===== src/rtl/fetch_stage.sv =====
// fetch_stage: in-order instruction fetch with a show-ahead buffer and redirect flush; FETCH_PERF_EN adds stall/fetch counters
module fetch_stage #(
  parameter int WORD_SIZE = 32,
  parameter logic [WORD_SIZE-1:0] RESET_PC = '0,
  parameter int FIFO_DEPTH = 4
) (
  input  logic                 clock,
  input  logic                 reset,
  input  logic                 redirect_valid,
  input  logic [WORD_SIZE-1:0] redirect_pc,
  output logic                 imem_req_valid,
  input  logic                 imem_req_ready,
  output logic [WORD_SIZE-1:0] imem_req_addr,
  input  logic                 imem_resp_valid,
  input  logic [WORD_SIZE-1:0] imem_resp_data,
  output logic                 instr_valid,
  input  logic                 instr_ready,
  output logic [WORD_SIZE-1:0] instruction,
  output logic [WORD_SIZE-1:0] instr_pc
`ifdef FETCH_PERF_EN
  ,
  output logic [31:0]          stall_count,
  output logic [31:0]          fetch_count
`endif
);
  localparam int AW = $clog2(FIFO_DEPTH);
  localparam int CW = AW + 1;
  localparam logic [CW-1:0] DEPTH = CW'(FIFO_DEPTH);
  logic [WORD_SIZE-1:0] fetch_pc, resp_pc, target;
  logic [WORD_SIZE-1:0] fifo_data [FIFO_DEPTH];
  logic [WORD_SIZE-1:0] fifo_pc [FIFO_DEPTH];
  logic [AW-1:0] rd_ptr, wr_ptr;
  logic [CW-1:0] count, outstanding, drop_count;
  logic accept, push, pop;
  // Credit rule: in-flight plus buffered never exceeds the buffer, so pushes never overflow
  always_comb begin
    target = redirect_pc & ~WORD_SIZE'(3);
    instr_valid = count != '0;
    imem_req_valid = !reset && !redirect_valid && (outstanding + count < DEPTH);
    imem_req_addr = fetch_pc;
    accept = imem_req_valid && imem_req_ready;
    push = !reset && imem_resp_valid && !redirect_valid && drop_count == '0;
    pop = instr_valid && instr_ready && !redirect_valid;
    instruction = instr_valid ? fifo_data[rd_ptr] : '0;
    instr_pc = instr_valid ? fifo_pc[rd_ptr] : '0;
  end
  // PCs and credit tracking; a redirect marks every response still in flight as stale
  always_ff @(posedge clock or posedge reset)
    if (reset) begin
      fetch_pc <= RESET_PC;
      resp_pc <= RESET_PC;
      outstanding <= '0;
      drop_count <= '0;
    end else begin
      outstanding <= outstanding + CW'(accept) - CW'(imem_resp_valid);
      if (redirect_valid) begin
        fetch_pc <= target;
        resp_pc <= target;
        drop_count <= outstanding - CW'(imem_resp_valid);
      end else begin
        if (accept) fetch_pc <= fetch_pc + WORD_SIZE'(4);
        if (push) resp_pc <= resp_pc + WORD_SIZE'(4);
        if (imem_resp_valid && drop_count != '0) drop_count <= drop_count - CW'(1);
      end
    end
  // Buffer pointers and occupancy; redirect flushes and wins over a same-cycle pop
  always_ff @(posedge clock or posedge reset)
    if (reset) begin
      rd_ptr <= '0;
      wr_ptr <= '0;
      count <= '0;
    end else if (redirect_valid) begin
      rd_ptr <= '0;
      wr_ptr <= '0;
      count <= '0;
    end else begin
      if (push) wr_ptr <= wr_ptr + AW'(1);
      if (pop) rd_ptr <= rd_ptr + AW'(1);
      count <= count + CW'(push) - CW'(pop);
    end
  // Buffer storage; outputs are gated by instr_valid so no reset is needed here
  always_ff @(posedge clock)
    if (push) begin
      fifo_data[wr_ptr] <= imem_resp_data;
      fifo_pc[wr_ptr] <= resp_pc;
    end
`ifdef FETCH_PERF_EN
  // Saturating performance counters that survive redirects
  always_ff @(posedge clock or posedge reset)
    if (reset) begin
      stall_count <= '0;
      fetch_count <= '0;
    end else begin
      if (instr_valid && !instr_ready && stall_count != '1) stall_count <= stall_count + 32'd1;
      if (push && fetch_count != '1) fetch_count <= fetch_count + 32'd1;
    end
`endif
endmodule


===== config.mk =====
export PLATFORM = sky130hd
export DESIGN_NAME = fetch_stage
export DESIGN_NICKNAME = d
export VERILOG_FILES = /design/src/rtl/fetch_stage.sv
export SDC_FILE = /design/constraint.sdc
export NUM_CORES = 1
export LEC_CHECK = 0
export CORE_MARGIN = 5
export CORE_UTILIZATION = 56
export DETAILED_ROUTE_END_ITERATION = 16
export GPL_ROUTABILITY_DRIVEN = 0
export PLACE_DENSITY = 0.8
export REMOVE_ABC_BUFFERS = 1
export SYNTH_ARGS = -nofsm -noshare
export SYNTH_HDL_FRONTEND = slang
export SYNTH_SLANG_ARGS = --single-unit

===== constraint.sdc =====
create_clock -name clock -period 4.9 [get_ports clock]
set_clock_uncertainty 0.15 [all_clocks]
set_input_delay 1.225 -clock clock [delete_from_list [all_inputs] [get_ports clock]]
set_output_delay 1.225 -clock clock [all_outputs]
set_load 0.01 [all_outputs]

* After elaboration in Yosys (flattened, before gate mapping) *
Memories as Yosys holds them, arrays and structs flattened.
Index checks and enable logic that the tools add are counted.

storage, ports and cells
  register bits = 77
  latch bits = 0
  memory bits (writable) = 256
  memory bits (read-only) = 0
  input port bits = 70
  output and inout port bits = 98
  memories = 2

operators by class
  add/sub/neg operators = 11
  multipliers = 0
  div/mod/pow operators = 0
  magnitude comparators = 1
  equal/unequal tests = 0
  shift operators = 0
  muxes and demuxes = 15
  bitwise operators = 0
  reductions and logical operators = 18

memory list
  memory     depth  width  rd ports  clocked after memory_dff  wr ports  line  RTL
  fifo_data  4      32     1         0                         1         30    logic [WORD_SIZE-1:0] fifo_data [FIFO_DEPTH];
  fifo_pc    4      32     1         0                         1         31    logic [WORD_SIZE-1:0] fifo_pc [FIFO_DEPTH];

operators by type and width
  operator                                                            count
  32-bit two-way mux                                                  6
  32-bit by 3-bit adder with 32-bit output, second input constant     2
  1-bit logical AND                                                   9
  3-bit two-way mux                                                   3
  3-bit by 1-bit subtractor with 3-bit output                         3
  2-bit two-way mux                                                   4
  2-bit nonzero test                                                  4
  3-bit by 1-bit adder with 3-bit output                              2
  3-bit nonzero test                                                  2
  2-bit by 1-bit adder with 2-bit output, second input constant       2
  3-bit adder                                                         1
  3-bit zero test                                                     1
  3-bit < comparator, second input constant                           1
  3-bit by 1-bit subtractor with 3-bit output, second input constant  1
  1-bit zero test                                                     2
  1-bit two-way mux                                                   2

* Longest topological paths before layout *
  word-level depth = 7
  gate-level depth with buffers = 13
  gate-level depth less buffers = 12

* Worst setup path before layout *
OpenSTA, ideal clock, no wires.

  path kind = input to register
  start point = input reset
  end point = register fetch_pc[30], in the netlist imem_req_addr[30]
  library setup time = 0.131 ns
  arrival = 4.090 ns
  required time = 4.619 ns
  slack = 0.529 ns
  stages = 5
  path through = clkbuf_1 > inv_1 > nand3_1 > o311a_1 > or3_1

on the way
  cells in the longest elaborated chain, start to end = 5

RTL lines
  element                          line  RTL
  from (decl)                      8     input logic reset,
  1-bit zero test (no line)        n/a
  1-bit logical AND (2 in series)  39    imem_req_valid = !reset && !redirect_valid && (outstanding + count < DEPTH);
  1-bit logical AND                41    accept = imem_req_valid && imem_req_ready;
  2-bit nonzero test (no line)     n/a
  to (signal assigned)             57    fetch_pc <= target;
  to (signal assigned)             61    if (accept) fetch_pc <= fetch_pc + WORD_SIZE'(4);
  to (decl)                        29    logic [WORD_SIZE-1:0] fetch_pc, resp_pc, target;

Every way passes these cells.
A chain may end at the register's enable or synchronous reset.

* Worst setup path in the final report *
  start point = input redirect_valid
  end point = output imem_req_valid

on the way
  cells in the longest elaborated chain, start to end = 3

RTL lines
  element                          line  RTL
  from (decl)                      9     input logic redirect_valid,
  1-bit zero test                  39
  1-bit logical AND (2 in series)  39
  to (decl)                        11    output logic imem_req_valid,

Every way passes these cells.

==> impl_metrics.ini <==
[routing]
drc = 0
routed-wl-met3_um = 2180
antenna_left = 0
wl_met1_um = 12700
firstDrtPassIters = 5
vias = 8502
detail_route.wirelength_um = 29600
wl_per_cell_um = 21.2
drtIter0Drc = 834
via_per_inst = 6.09
highest_layer = met4
met2WireLength_um = 14200

[clock_network]
cts.path.max_buffers = 3
clkLatencyLatePin_ns = 0.50
cts_root_buffer = clkbuf_16
cts_tree = done
cts.clk_slew.worst_paths_ns = 0.05
h-tree-depth = 2
holdBufCountCts = 0
cts_setup_buffers = 0
cts_resized = 0
numClockSinks = 321
numCtsBuffers = 34

[grt]
grt_pass1_vias = 8615
grt_pass1_wl_um = 47700
grt_max_degree = 74
grt_overflow_total = 0
antenna_found_initial = 0
grt_usage = 0.214

[logic_synthesis]
syn_inst = 870
yosys.area_share.simple = 0.108
synth_top_family_by_area = simple AND/OR/NAND/NOR gates
ys.warnings.count = 0
syn_avg_cell_area_sq_um = 15.8
synth-compound-area-share = 0.0667
ys_types = 61
synth_top_area_share = 0.543
ys_seq_area_frac = 0.676
ys_top_cells_by_area = edfxtp_1, dfrtp_1, mux4_2
synth_top_cell_by_area = edfxtp_1
synthesis.area_sq_um = 13700
synthMuxAreaShare = 0.102
synth_xor_area_frac = 0.00994
synth_edf_count = 248
async_flop_share = 0.227
yosys.area_share.adder = 0.0166
ys_top_cells_by_count = edfxtp_1, dfrtp_1, and2_1
yosysMostFrequentCell = edfxtp_1
ys.flop_type = edfxtp_1
ys_ff_latch = 321

[sta]
worstMarginPinSlew_ns = 0.935
rsz0062_at_grt = false
relSlewSlack = 0.376
period_share = 0.871
timing.final.ws_setup_ns = 0.634
setup_tns_ns = 0
setup_viol = 0
fin_crit_ns = 4.27
hold_violations = 0
max_freq_mhz = 234
slew_viol_final = 0
hold-worst-slack_ns = 0.407

[worst_setup_path]
cp-start-kind = input port
critPathKind = in -> out
crit_fanout = 15
cp.arrival_ns = 2.89
required_ns = 3.52
reg2reg_from = count[1]$_DFF_PP0_
path_cells = clkdlybuf4s50_1, nor3_1, clkdlybuf4s50_1
setup.worst_path.end_class = primary output
startpoint = redirect_valid
slowest_delay_ns = 0.74
cp_slowest_cell = clkdlybuf4s50_1
cp_common_cell = clkdlybuf4s50_1

[finish]
num_antenna_cells = 0
area_growth_pct = 23.3
drive_gt1_frac = 0.147
layout.cells.non_filler = 1396
nNetsFinal = 1134

[place]
dpl.hpwl_um = 18700
dp_cells = 1335
pre_cts_ws_ns = 0.676
port_buffers = 161

[outcome]
status = completed

[die]
die_area_sq_um = 27700
core_sq_um = 24200
die_h_um = 167
pin_count = 168
initial_core_util = 0.566
placementRows = 57
die_x_um = 167

[power_and_ir_drop]
vdd_drop_max_uv = 227
p_per_area_nw_per_um2 = 453
totalPowerFinal_mw = 7.67
p_leak_nw = 5.79

[worst_hold_path]
min-delay-start = outstanding[0]$_DFF_PP0_
hold_class = reg -> reg

[flow_run]
drv_cap = 0
## state kept, by name, indices dropped and copies added, names as in the netlist
name / flops
count: 3
fifo_pc: 120
resp_pc: 30
outstanding: 3
wr_ptr: 2
imem_req_addr: 30
drop_count: 3
fifo_data: 128
rd_ptr: 2
## cells in the final DEF, fill, tap and decap left out, types with 10 or more instances in the layout
master           netlist  routed
o211ai_1              22      22
clkbuf_16              0      37
dfrtp_1               73      71
o21ai_0               17      17
nand2_1               70      70
nand4_1               10      10
ha_1                  15      15
mux4_2                62      62
inv_1                 19      18
clkdlybuf4s50_1        0     161
edfxtp_1             248     248
buf_4                  4      15
and2_1                72      68
nand3_1               43      43
o311ai_0              37      37
nor2_1                23      23
## metal layers
layer  global-route usage  up-vias
met1                0.310     4259
met5                    0        -
li1                     -     3783
met3               0.0429       47
met4               0.0534        0
met2                0.340      413
## critical path: cells and delay by family
| kind | cells | cell delay (ns) |
|---|---|---|
| and+or+nand+nor | 1 | 0.34 |
| buffers and inverters | 2 | 1.32 |
## where the power goes
part           switching [mW]  internal, mW  total [mW]
registers               0.215          3.08        3.30
clock network            1.02          1.48        2.50
logic                   0.840          1.03        1.87
## metrics by stage
step | area (sq um) | util
2_1_floorplan | 13500 | -
3_3_place_gp | 15800 | 0.652
3_5_place_dp | 15800 | 0.652
4_1_cts | 16900 | 0.697
5_1_grt | 16900 | 0.697
6_report | 16900 | 0.697
## kinds of logic after synthesis
family / Yosys count
DFF: 321
AOI/OAI and AO/OA: 121
other: 1
xor gates and xnor gates: 13
adders and majority gates: 17
and+or+nand+nor: 269
buffers and inverters: 65
muxes: 63
## area by class of cell
type	count	area (sq um)
clock inverter	20	165
timing repair buffer	182	1840
tap	324	405
sequential	321	9280
inverter	21	78.8
clock buffer	41	941
fill	1590	7340
multi-input combinational	487	4200
## final timing paths
| check | slack, ns | to | depth (start not counted) |
|---|---|---|---|
| min reg2reg | 0.41 | outstanding[0]$_DFF_PP0_ | 1 |
| max | 0.63 | imem_req_valid | 3 |
| min | 0.41 | outstanding[0]$_DFF_PP0_ | 1 |
| max in group asynchronous | 2.46 | rd_ptr[0]$_DFFE_PP0P_ | 4 |
| max reg2reg | 1.89 | outstanding[2]$_DFF_PP0_ | 12 |
| min in group asynchronous | 1.45 | imem_req_addr[12]$_DFFE_PP0P_ | 4 |
Note: power is estimated with default switching activity, not from simulation.
